<file path="config.mk">
export PLATFORM = sky130hd
export DESIGN_NAME = forward_hazard_unit
export DESIGN_NICKNAME = d
export VERILOG_FILES = /design/src/rtl/forward_hazard_unit.sv
export SDC_FILE = /design/constraint.sdc
export NUM_CORES = 1
export LEC_CHECK = 0
export CAP_MARGIN = 15
export CORE_MARGIN = 3
export CORE_UTILIZATION = 35
export DETAILED_ROUTE_END_ITERATION = 8
export PLACE_DENSITY = 0.69
export SETUP_SLACK_MARGIN = 0.3
export SYNTH_ARGS = -nofsm -noshare
export SYNTH_HDL_FRONTEND = slang
export SYNTH_SLANG_ARGS = --single-unit
</file>
<file path="constraint.sdc">
create_clock -name clk -period 2.1 [get_ports clk]
set_clock_uncertainty 0.1 [all_clocks]
set_input_delay 0.42 -clock clk [delete_from_list [all_inputs] [get_ports clk]]
set_output_delay 0.42 -clock clk [all_outputs]
set_load 0.005 [all_outputs]
</file>
<file path="src/rtl/forward_hazard_unit.sv">
// Forwarding and hazard-detection controller for the 5-stage MIPS pipeline.
// The FORWARD_HAZARD_FWD_EN macro enables EX/MEM and MEM/WB forwarding.
// Without it, every live dependence stalls.
module forward_hazard_unit #(
  parameter int REG_BITS  = 5,
  parameter int CNT_WIDTH = 16
) (
  input  logic                 clk,
  input  logic                 rst,
  input  logic [REG_BITS-1:0]  if_id_rs,
  input  logic [REG_BITS-1:0]  if_id_rt,
  input  logic                 if_id_uses_rt,
  input  logic [REG_BITS-1:0]  id_ex_rs,
  input  logic [REG_BITS-1:0]  id_ex_rt,
  input  logic [REG_BITS-1:0]  id_ex_dest,
  input  logic                 id_ex_regwrite,
  input  logic                 id_ex_memread,
  input  logic                 flush,
  output logic [1:0]           ForwardA,
  output logic [1:0]           ForwardB,
  output logic                 stall,
  output logic                 bubble,
  output logic [CNT_WIDTH-1:0] stall_count
);

  typedef enum logic {RUN, STALL} state_t;

  state_t                state_q, state_d;
  logic [REG_BITS:0]     mem_tag_q, mem_tag_d;
  logic [REG_BITS:0]     wb_tag_q, wb_tag_d;
  logic [CNT_WIDTH-1:0]  stall_count_q, stall_count_d;

  logic [REG_BITS-1:0]   mem_dest, wb_dest;
  logic                  mem_live, wb_live, ex_live;
  logic                  hz;

  assign mem_dest = mem_tag_q[REG_BITS-1:0];
  assign wb_dest  = wb_tag_q[REG_BITS-1:0];
  // A tag writing $0 can never supply a value, so it is treated as absent.
  assign mem_live = mem_tag_q[REG_BITS] && (mem_dest != '0);
  assign wb_live  = wb_tag_q[REG_BITS]  && (wb_dest  != '0);
  assign ex_live  = id_ex_regwrite      && (id_ex_dest != '0);

`ifdef FORWARD_HAZARD_FWD_EN
  always_comb begin
    ForwardA = 2'b00;
    ForwardB = 2'b00;
    hz       = 1'b0;
    if (mem_live && (mem_dest == id_ex_rs))     ForwardA = 2'b10;
    else if (wb_live && (wb_dest == id_ex_rs))  ForwardA = 2'b01;
    if (mem_live && (mem_dest == id_ex_rt))     ForwardB = 2'b10;
    else if (wb_live && (wb_dest == id_ex_rt))  ForwardB = 2'b01;
    // Only a load result is too late for EX/MEM forwarding.
    if (id_ex_memread && (id_ex_dest != '0) &&
        ((id_ex_dest == if_id_rs) || (if_id_uses_rt && (id_ex_dest == if_id_rt))))
      hz = 1'b1;
  end
`else
  logic unused_fwd_inputs;
  assign unused_fwd_inputs = ^{id_ex_rs, id_ex_rt, id_ex_memread, wb_live};

  always_comb begin
    ForwardA = 2'b00;
    ForwardB = 2'b00;
    hz       = 1'b0;
    // WB is written before the ID read, so only EX and MEM producers stall.
    if (ex_live && ((id_ex_dest == if_id_rs) ||
                    (if_id_uses_rt && (id_ex_dest == if_id_rt))))
      hz = 1'b1;
    if (mem_live && ((mem_dest == if_id_rs) ||
                     (if_id_uses_rt && (mem_dest == if_id_rt))))
      hz = 1'b1;
  end
`endif

`ifdef FORWARD_HAZARD_FWD_EN
  logic unused_ex_live;
  assign unused_ex_live = ex_live;
`endif

  always_comb begin
    state_d       = state_q;
    stall         = 1'b0;
    mem_tag_d     = {id_ex_regwrite, id_ex_dest};
    wb_tag_d      = mem_tag_q;
    stall_count_d = stall_count_q;
    // The stall equation is the same in both states; rst gates it so a
    // held reset forces the outputs low at once.
    case (state_q)
      RUN:     stall = hz && !flush && rst;
      STALL:   stall = hz && !flush && rst;
      default: stall = 1'b0;
    endcase
    state_d = stall ? STALL : RUN;
    if (stall && (stall_count_q != '1))
      stall_count_d = stall_count_q + 1'b1;
  end

  assign bubble      = stall;
  assign stall_count = stall_count_q;

  always_ff @(posedge clk or negedge rst) begin
    if (!rst) begin
      state_q       <= RUN;
      mem_tag_q     <= '0;
      wb_tag_q      <= '0;
      stall_count_q <= '0;
    end else begin
      state_q       <= state_d;
      mem_tag_q     <= mem_tag_d;
      wb_tag_q      <= wb_tag_d;
      stall_count_q <= stall_count_d;
    end
  end

endmodule

</file>
After elaboration in Yosys (flattened, before gate mapping):

Cells that the tools add are included.
W data, S select, Z words.

* register bits: 22
* output and inout port bits: 22
* word-level logic and storage cells: 24

* add/sub/neg operators: 1
* equal/unequal tests: 5
* mux-type cells: 2
* reduce and logical (&&, ||, !) cells: 14

Operator list (number)
* $eq A5 B5 Y1: 4
* $add A16 B1 Y16 const B: 1
* $ne A16 B16 Y1 const B: 1
* $reduce_bool A5 Y1: 2
* $logic_and A1 B1 Y1: 9
* $logic_or A1 B1 Y1: 2
* $mux W1: 2
* $logic_not A1 Y1: 1

Logic depth before layout (Yosys ltp):

Gate-level depths: netlist (run 1).

* depth after elaboration: 9
* gate-level depth with buffers: 7

Worst setup path before layout (run 1):

Ideal clock, no wire load.

* path type: input to output
* start point: input id_ex_dest[1]
* end point: output stall
* arrival time: 1.618 ns
* path slack: -0.038 ns
* stages on the path: 5
* path buffers: 2
* cell sequence: or4_1 > o211ai_1 > o22ai_4 > buf_12 > buf_4

* longest elaborated chain between the ends: 8
* elaborated cells between the ends (all ways): 11
* classes of those cells: eq/ne (2); mux (2); reduce/logical (7)

Ends and longest elaborated chain
* start: declaration: RTL line 15 `input logic [REG_BITS-1:0] id_ex_dest,`
* $eq A5 B5 Y1: RTL line 68 `(if_id_uses_rt && (id_ex_dest == if_id_rt))))`
* $logic_and A1 B1 Y1: RTL line 68
* $logic_or A1 B1 Y1: RTL line 67 `if (ex_live && ((id_ex_dest == if_id_rs) ||`
* $logic_and A1 B1 Y1 (*): RTL line 67
* $mux W1 (*): RTL line 67
* $mux W1 (*): RTL line 70 `if (mem_live && ((mem_dest == if_id_rs) ||`
* $logic_and A1 B1 Y1 (*) (2 in series): RTL line 90, 91
* end: declaration: RTL line 21 `output logic stall,`

Every way passes the cells marked *; elsewhere a longest branch is shown, timed or not.

Worst setup path after layout (run 1):

* start point: input id_ex_dest[4]
* end point: output stall

Same word-level chain as after synthesis.

==> impl_metrics.csv, run 1 <==
group,metric,value,unit
die,dieArea,4630,µm²
hold_path,hold_class,"primary input to flip-flop",
place,port_buffers,37,
finish,fin_area,1960,µm²
global_route,gr-total-overflow,0,
finish,nets,208,
yosys,yosys_warnings,0,
timing,finalCritPeriodShare,109,%
status,violations,"negative setup slack",
clock_network,clk_pin_slew,0.08,ns
place,gp_congestion,0.837,
global_route,grt_pass1_wl,5180,µm
global_route,grtUsageTotal,14.7,%
power_and_ir_drop,leakagePower,0.820,nW
yosys,synthFlopType,"dfrtp_1",
die,io_pins,53,
timing,period_needed,2.28,ns
die,design.core.area,3520,µm²
place,dp_slack,-0.765,ns
die,dieHeight,68.1,µm
clock_network,htree_levels,1,
yosys,synth_enable_flop_cells,0,
power_and_ir_drop,p_clk_share,36.9,%
die,die_x,68.1,µm
global_route,grt_max_degree,23,
yosys,ys_seq_elements,22,
routing,routed_wirelength,3220,µm
timing,fmax,438,MHz
clock_network,cts_buffer_depth,2,
timing,setup_viol,6,
place,dpl_cell_area,1850,µm²
worst_setup_path,crit_arrival,1.76,ns
yosys,netlist_area,1350,µm²
die,rows,21,
routing,dr.pass1.iters,4,
timing,rsz0062_at_grt,"true",
die,initial_core_util,38.3,%
yosys,syn_avg_cell_area,11.4,µm²
status,status,"complete, but fails checks",
finish,drive_gt1_share,28.6,%
worst_setup_path,worstSetupPathType,"primary input to output port",
clock_network,clkLatencyLatePin,0.26,ns
routing,post-route-drc-count,0,
yosys,synthCells,118,
global_route,grt_pass1_vias,1137,
job,maxCapViolations,0,
power_and_ir_drop,power_switching,241,µW
worst_setup_path,cp_max_fo,3,
yosys,synth.yosys.seq_area_share,40.8,%
routing,vias,1068,
power_and_ir_drop,peakVddDrop,502,µV
yosys,synth_cell_types,32,
power_and_ir_drop,combPwrFrac,18.8,%
routing,wl_per_cell,14.6,µm
worst_setup_path,crit_path_start_kind,"primary input",
timing,hold_violations,0,
finish,n_antenna_cell,0,
worst_setup_path,critPathCaptureType,"output port",
routing,ant_nets,0,
timing,drv_slew,0,
power_and_ir_drop,cellPowerDensity,539,nW/µm²
clock_network,cts.sinks,22,
clock_network,cts-root-buf,"clkbuf_8",
power_and_ir_drop,intPower,818,µW
finish,area_growth,45.6,%
global_route,antenna_found_initial,0,
place,dp_hpwl,2370,µm
clock_network,holdBufCountCts,0,
yosys,ys_async_sr_fraction,100,%
clock_network,cts_tree,"done",
finish,fillerInstances,313,
power_and_ir_drop,p_sw_share,22.7,%
power_and_ir_drop,seqPwrFrac,44.3,%
timing,fin_ws,-0.185,ns
routing,vias_per_cell,4.83,
clock_network,cts_made_buffers,3,
routing,drt_iter0_drc,25,
worst_setup_path,worstPathRequired,1.58,ns
## layer usage
layer	track usage [%]	wire (µm)	part of all wire (%)
met2	25.8	1630	51
met5	0	0	0
met1	18.4	1330	41
met3	2.30	233	7.2
met4	4.96	30	0.93
## area by class of cell
| cell class | instances | area, µm² | share of cell area, % |
|---|---|---|---|
| repair buffers | 57 | 517 | 26.3 |
| multi-input cells | 91 | 761 | 38.7 |
| clock buffers | 3 | 41.3 | 2.10 |
| flip-flops and latches | 22 | 554 | 28.2 |
| clock inverters | 1 | 30.0 | 1.53 |
| well taps | 46 | 57.6 | 2.93 |
| inverters | 1 | 3.75 | 0.191 |
## critical path, cell delays in order
cell and delay (ns):
dlygate4sd2_1 0.26, or4_1 0.54, o211ai_1 0.27, o22ai_4 0.12, buf_2 0.15
## stage by stage
step | instances | setup TNS, ns | power [mW] | hold slack [ns] | util, %
2_1_floorplan | 121 | -0.0377 | 0.552 | 0.0244 | -
3_3_place_gp | 214 | -8.31 | 0.668 | 0.388 | 52.5
5_1_grt | 221 | -1.77 | 1.12 | 0.363 | 55.8
6_report | 221 | -0.560 | 1.06 | 0.351 | 55.8
3_5_place_dp | 214 | -9.29 | 0.673 | 0.387 | 52.5
4_1_cts | 220 | -0.699 | 1.06 | 0.398 | 54.7
## power by group through the flow
| stage | Combinational [mW] | Clock [mW] | Sequential (mW) |
|---|---|---|---|
| final | 0.199 | 0.391 | 0.469 |
| after global routing | 0.220 | 0.427 | 0.475 |
| after CTS | 0.197 | 0.399 | 0.469 |
| after detailed placement | 0.195 | 0 | 0.478 |
| after global placement | 0.192 | 0 | 0.477 |
| after floorplan | 0.0754 | 0 | 0.476 |
## cell families (layout without fill, tap and decap cells)
logic type	count (synthesis)	after routing	synth area share (%)
AO/OA/AOI/OAI	5	5	3.90
XOR/XNOR	35	35	23.8
adder cells (fa/ha/maj)	1	1	0.927
buffers and inverters	8	62	5.38
flip-flops	22	22	40.8
multiplexers	1	1	1.11
other	1	4	0.278
AND/OR/NAND/NOR	45	45	23.7
## cell usage in the layout (no fill, tap or decap), types with 2 or more instances in the layout
cell and instances:
nand3_1 4, nor4_2 2, conb_1 4, o211ai_1 2
nor3_1 3, nor3_2 3, nand2_1 3, nor2_1 4
dlymetal6s2s_1 2, dfrtp_1 19, and3_1 5, buf_4 19
dfrtp_2 3, buf_2 2, dlygate4sd2_1 9, xnor2_2 2
clkbuf_8 3, or4_1 2, xor2_1 18, clkdlybuf4s50_1 24
xnor2_1 15, nand4_1 4, nand2b_1 2, nand3_2 7
## sequential cells by signal (all words and copies together), names as in the netlist
name         count
mem_tag_q        6
stall_count     16
## final timing paths
check | slack (ns) | end | cells past startpoint | start
min in group asynchronous | 0.46 | stall_count[12]$_DFFE_PN0P_ | 2 | rst
max in group asynchronous | 1.21 | stall_count[2]$_DFFE_PN0P_ | 2 | rst
setup / recovery | -0.18 | stall | 5 | id_ex_dest[4]
hold reg to reg | 0.40 | stall_count[6]$_DFFE_PN0P_ | 1 | stall_count[6]$_DFFE_PN0P_
hold / removal | 0.35 | mem_tag_q[0]$_DFF_PN0_ | 2 | id_ex_dest[0]
setup reg to reg | -0.08 | stall_count[1]$_DFFE_PN0P_ | 8 | mem_tag_q[2]$_DFF_PN0_
## cell usage after synthesis, types with 3 or more instances
cell / instances / area (µm²)
and3_1: 5 / 31.3
buf_4: 5 / 37.5
nand3_1: 4 / 20.0
dfrtp_1: 22 / 551
nor3_1: 5 / 25.0
nand3_2: 7 / 70.1
nand2_1: 3 / 11.3
nand4_1: 4 / 25.0
nor2_1: 4 / 15.0
xor2_1: 18 / 158
xnor2_1: 15 / 131
## what timing repair did
| action | in CTS | in global routing |
|---|---|---|
| pin swaps | 9 | 6 |
| resized for setup | 19 | 10 |
| setup endpoints to repair | 18 | 21 |
| buffers inserted | 2 | 1 |
No activity file was read; power rests on OpenSTA's default activity.
==> run 2: changes to the inputs <==
--- a/config.mk
+++ b/config.mk
@@ -5,11 +5,11 @@
 export SDC_FILE = /design/constraint.sdc
 export NUM_CORES = 1
 export LEC_CHECK = 0
-export CAP_MARGIN = 15
+export CAP_MARGIN = 10
 export CORE_MARGIN = 3
 export CORE_UTILIZATION = 35
 export DETAILED_ROUTE_END_ITERATION = 8
-export PLACE_DENSITY = 0.69
+export PLACE_DENSITY = 0.67
 export SETUP_SLACK_MARGIN = 0.3
 export SYNTH_ARGS = -nofsm -noshare
 export SYNTH_HDL_FRONTEND = slang
==> constraint.sdc (replaced) <==
create_clock -name clk -period 2.35 [get_ports clk]
set_clock_uncertainty 0.1 [all_clocks]
set_input_delay 0.47 -clock clk [delete_from_list [all_inputs] [get_ports clk]]
set_output_delay 0.47 -clock clk [all_outputs]
set_load 0.005 [all_outputs]
==> impl_metrics.csv, run 2 (synthesis gave the netlist of run 1 again) <==
group,metric,value,unit
status,status,"complete, but fails checks",
routing,post-route-drc-count,0,
finish,final_cell_mix,"dfrtp_1, clkdlybuf4s50_1, buf_4, xor2_1, xnor2_1",
global_route,antenna_found_initial,0,
place,port_buffers,37,
status,violations,"negative setup slack",
finish,nets,213,
clock_network,cts-root-buf,"clkbuf_8",
power_and_ir_drop,cellPowerDensity,397,nW/µm²
worst_setup_path,critPathCaptureType,"output port",
worst_setup_path,cp_max_fo,3,
clock_network,cts_made_buffers,3,
die,initial_core_util,38.3,%
finish,drive_gt1_share,35.2,%
routing,routed_wirelength,3420,µm
finish,n_antenna_cell,0,
timing,period_needed,2.38,ns
timing,setup_viol,1,
global_route,grt_pass1_wl,5240,µm
global_route,grtUsageTotal,15.3,%
clock_network,cts.sinks,22,
clock_network,htree_levels,1,
worst_setup_path,crit_path_start_kind,"primary input",
worst_setup_path,r2r_cells,8,
routing,ant_nets,0,
job,maxCapViolations,0,
clock_network,clkLatencyLatePin,0.26,ns
routing,vias_per_cell,4.84,
finish,area_growth,55.5,%
die,rows,21,
clock_network,cts_buffer_depth,2,
power_and_ir_drop,leakagePower,0.887,nW
timing,hold_violations,0,
timing,fin_setup_tns,-0.0262,ns
place,gp_congestion,0.731,
worst_setup_path,crit_arrival,1.81,ns
power_and_ir_drop,peakVddDrop,296,µV
timing,finalCritPeriodShare,101,%
timing,drv_slew,0,
finish,layout_commonest_cell,"dfrtp_1",
worst_setup_path,worstSetupPathType,"primary input to output port",
timing,fmax,421,MHz
hold_path,hold_class,"primary input to flip-flop",
clock_network,clk_pin_slew,0.07,ns
finish,largest_register_ff_count,16,
routing,wl_per_cell,15.2,µm
worst_setup_path,worstPathRequired,1.78,ns
global_route,gr-total-overflow,0,
timing,rsz0062_at_grt,"true",
global_route,grt_max_degree,23,
global_route,grt_pass1_vias,1196,
die,dieArea,4630,µm²
place,dp_slack,-0.584,ns
die,die_x,68.1,µm
timing,fin_ws,-0.0262,ns
place,dp_hpwl,2440,µm
routing,dr.pass1.iters,4,
hold_path,hold_depth,2,
routing,drt_iter0_drc,38,
routing,vias,1090,
die,dieHeight,68.1,µm
die,io_pins,53,
die,design.core.area,3520,µm²
clock_network,cts_tree,"done",
## run 2: final cells by class
cell class,count,area [µm²]
Sequential cell,22,551
Multi-Input combinational cell,91,860
Tap cell,46,57.6
Clock buffer,3,41.3
Timing Repair Buffer,62,584
Fill cell,306,1420
Inverter,1,3.75
## run 2: metrics by stage
step	std cells	hold slack [ns]	util, %	power (mW)	area (µm²)
4_1_cts	225	0.355	58.0	0.840	2040
5_1_grt	225	0.396	59.6	0.869	2100
6_report	225	0.388	59.6	0.833	2100
3_5_place_dp	216	0.393	52.9	0.605	1860
3_3_place_gp	216	0.380	52.9	0.601	1860
2_1_floorplan	121	0.0744	-	0.493	1360
## run 2: what timing repair did
item,in CTS,in global routing
gates resized for setup,52,12
buffers inserted,5,0
endpoints found under the setup margin,18,18
pin swaps,12,12
cloned,1,0
hold buffers,0,0
## run 2: routing by layer
layer,track usage [%],vias to the layer above,part of all wire [%]
met2,28.9,36,51
met3,1.64,5,5.2
li1,-,521,-
met5,0,-,0
met4,5.21,0,1.2
met1,17.7,528,42
## run 2: final timing paths
check,to,start,slack (ns)
worst max-delay path,bubble,id_ex_dest[3],-0.03
worst min-delay path,mem_tag_q[2]$_DFF_PN0_,id_ex_dest[2],0.39
worst max register to register,stall_count[1]$_DFFE_PN0P_,mem_tag_q[2]$_DFF_PN0_,0.06
worst min register to register,stall_count[15]$_DFFE_PN0P_,stall_count[15]$_DFFE_PN0P_,0.41
max in group asynchronous,mem_tag_q[0]$_DFF_PN0_,rst,1.38
min in group asynchronous,stall_count[4]$_DFFE_PN0P_,rst,0.55
## run 2: critical path, stage by stage
cell and delay (ns):
clkdlybuf4s15_1 0.22, or4_1 0.50, o211ai_1 0.27, o22ai_4 0.11, buf_6 0.13, buf_6 0.10
## run 2: report_power, final
part	total, mW	switching [mW]	internal (mW)
registers	0.419	0.0210	0.398
clock network	0.227	0.113	0.114
logic	0.187	0.0775	0.109
total	0.833	0.211	0.622
==> run 3: changes to the inputs <==
--- a/config.mk
+++ b/config.mk
@@ -9,7 +9,8 @@
 export CORE_MARGIN = 3
 export CORE_UTILIZATION = 35
 export DETAILED_ROUTE_END_ITERATION = 8
-export PLACE_DENSITY = 0.67
+export GPL_TIMING_DRIVEN = 0
+export PLACE_DENSITY_LB_ADDON = 0.05
 export SETUP_SLACK_MARGIN = 0.3
 export SYNTH_ARGS = -nofsm -noshare
 export SYNTH_HDL_FRONTEND = slang
==> impl_metrics.csv, run 3 (synthesis gave the netlist of run 1 again) <==
group,metric,value,unit
clock_network,cts-root-buf,"clkbuf_8",
power_and_ir_drop,fin_total_pwr,811,µW
timing,hold_violations,0,
routing,routed_wirelength,3060,µm
place,dp_slack,-1.44,ns
global_route,gr-total-overflow,0,
routing,vias,1037,
timing,setup_viol,2,
die,io_pins,53,
die,die_x,68.1,µm
power_and_ir_drop,cellPowerDensity,414,nW/µm²
worst_setup_path,cpMaxStageDelayCell,"or4_1",
routing,wl_per_cell,14.2,µm
die,dieArea,4630,µm²
worst_setup_path,worstPathRequired,1.78,ns
global_route,grtUsageTotal,14.9,%
finish,nets,204,
worst_setup_path,cp_max_fo,3,
hold_path,hold_class,"primary input to async pin",
place,port_buffers,37,
power_and_ir_drop,leakagePower,0.817,nW
finish,area_growth,45.3,%
worst_setup_path,worstSetupPathType,"flip-flop to output port",
place,dp_hpwl,2180,µm
finish,seqCellArea,551,µm²
finish,layout_commonest_cell,"dfrtp_1",
timing,fin_ws,-0.158,ns
finish,drive_gt1_share,30.0,%
timing,rsz0062_at_grt,"true",
finish,largest_register_ff_count,16,
clock_network,clkLatencyLatePin,0.25,ns
global_route,met1_usage,21.0,%
worst_setup_path,crit_arrival,1.94,ns
job,maxCapViolations,0,
worst_setup_path,cpPeakStageDelay,0.51,ns
worst_setup_path,crit_path_start_kind,"flip-flop",
routing,post-route-drc-count,0,
global_route,met3_usage,4.27,%
timing,period_needed,2.51,ns
die,initial_core_util,38.3,%
global_route,grt_use_met2,22.5,%
clock_network,clk_pin_slew,0.07,ns
place,gp_congestion,0.817,
global_route,grt_pass1_vias,1044,
global_route,grt_pass1_wl,5120,µm
finish,multi_input_area,795,µm²
timing,fmax,399,MHz
clock_network,cts.sinks,22,
die,dieHeight,68.1,µm
routing,ant_nets,0,
status,violations,"negative setup slack",
timing,worst_slew_pin_slew,0.502,ns
status,status,"complete, but fails checks",
routing,vias_per_cell,4.80,
global_route,top_usage_layer,"met2",
global_route,grt_max_degree,24,
power_and_ir_drop,peakVddDrop,279,µV
worst_setup_path,critPathCaptureType,"output port",
global_route,antenna_found_initial,0,
worst_setup_path,crit_path_cell_trace,"or4_1 -> o211ai_1 -> o22ai_4 -> buf_12 -> buf_6 -> buf_6",
worst_setup_path,crit_top_cell,"buf_6",
finish,fillerInstances,332,
finish,n_antenna_cell,0,
clock_network,cts_tree,"done",
timing,finalCritPeriodShare,107,%
timing,drv_slew,0,
clock_network,htree_levels,1,
routing,dr.pass1.iters,4,
clock_network,cts_buffer_depth,2,
timing,slew_headroom,66.5,%
die,design.core.area,3520,µm²
routing,drt_iter0_drc,27,
die,rows,21,
finish,final_cell_mix,"dfrtp_1, clkdlybuf4s50_1, xor2_1, xnor2_1, buf_4",
clock_network,cts_made_buffers,3,
==> run 3: layout make-up <==
cell class	instances	area share, %
multi-input combinational	91	40.5
buffer	7	3.70
tap	46	2.94
sequential	22	28.1
clock buffer	3	2.11
timing repair buffer	46	22.4
inverter	1	0.192
==> run 3: worst paths after layout <==
kind	start	endpoint	slack [ns]	cells past startpoint
max in group asynchronous	rst	stall_count[6]$_DFFE_PN0P_	1.74	1
min in group clk	id_ex_dest[2]	mem_tag_q[2]$_DFF_PN0_	0.29	1
min reg2reg	stall_count[6]$_DFFE_PN0P_	stall_count[6]$_DFFE_PN0P_	0.40	1
max	mem_tag_q[2]$_DFF_PN0_	stall	-0.16	6
min	rst	mem_tag_q[5]$_DFF_PN0_	0.07	1
max reg2reg	mem_tag_q[2]$_DFF_PN0_	stall_count[1]$_DFFE_PN0P_	0.12	9
==> run 3: metal layers <==
metal  wire length [µm]  part of all wire, %
met1               1490                   49
met2               1400                   46
met3                162                  5.3
met4                  9                 0.29
met5                  0                    0
==> run 3: where the power goes <==
group | switching, mW | internal, mW | total (mW)
Sequential | 0.0220 | 0.399 | 0.420
Clock | 0.109 | 0.114 | 0.223
Combinational | 0.0701 | 0.0979 | 0.168
==> run 3: timing repair <==
item / 4_1_cts / 5_1_grt
pin swaps: 11 / 5
hold buffers: 0 / 0
gates resized for setup: 46 / 7
setup endpoints to repair: 18 / 18
endpoints found under the hold margin: 0 / 0
gates cloned: 0 / 1
buffers inserted: 6 / 2
==> run 3: per-stage QoR <==
step | instance area (µm²) | hold WS (ns) | utilization (%) | std cells | setup TNS (ns)
after global placement | 1790 | 0.378 | 50.8 | 204 | -13.00
after floorplan | 1360 | 0.0744 | - | 121 | 0
final | 1960 | 0.0736 | 55.7 | 216 | -0.251
after global routing | 1960 | 0.100 | 55.7 | 216 | -0.403
after detailed placement | 1790 | 0.388 | 50.8 | 204 | -13.44
after CTS | 1880 | 0.0933 | 53.4 | 213 | -0.266
==> run 3: worst max-delay path, delay by kind of cell (launching register included) <==
kind / cells / cell delay [ns]
flip-flops: 1 / 0.40
buffers and inverters: 3 / 0.35
AO/OA/AOI/OAI: 2 / 0.42
AND/OR/NAND/NOR: 1 / 0.51
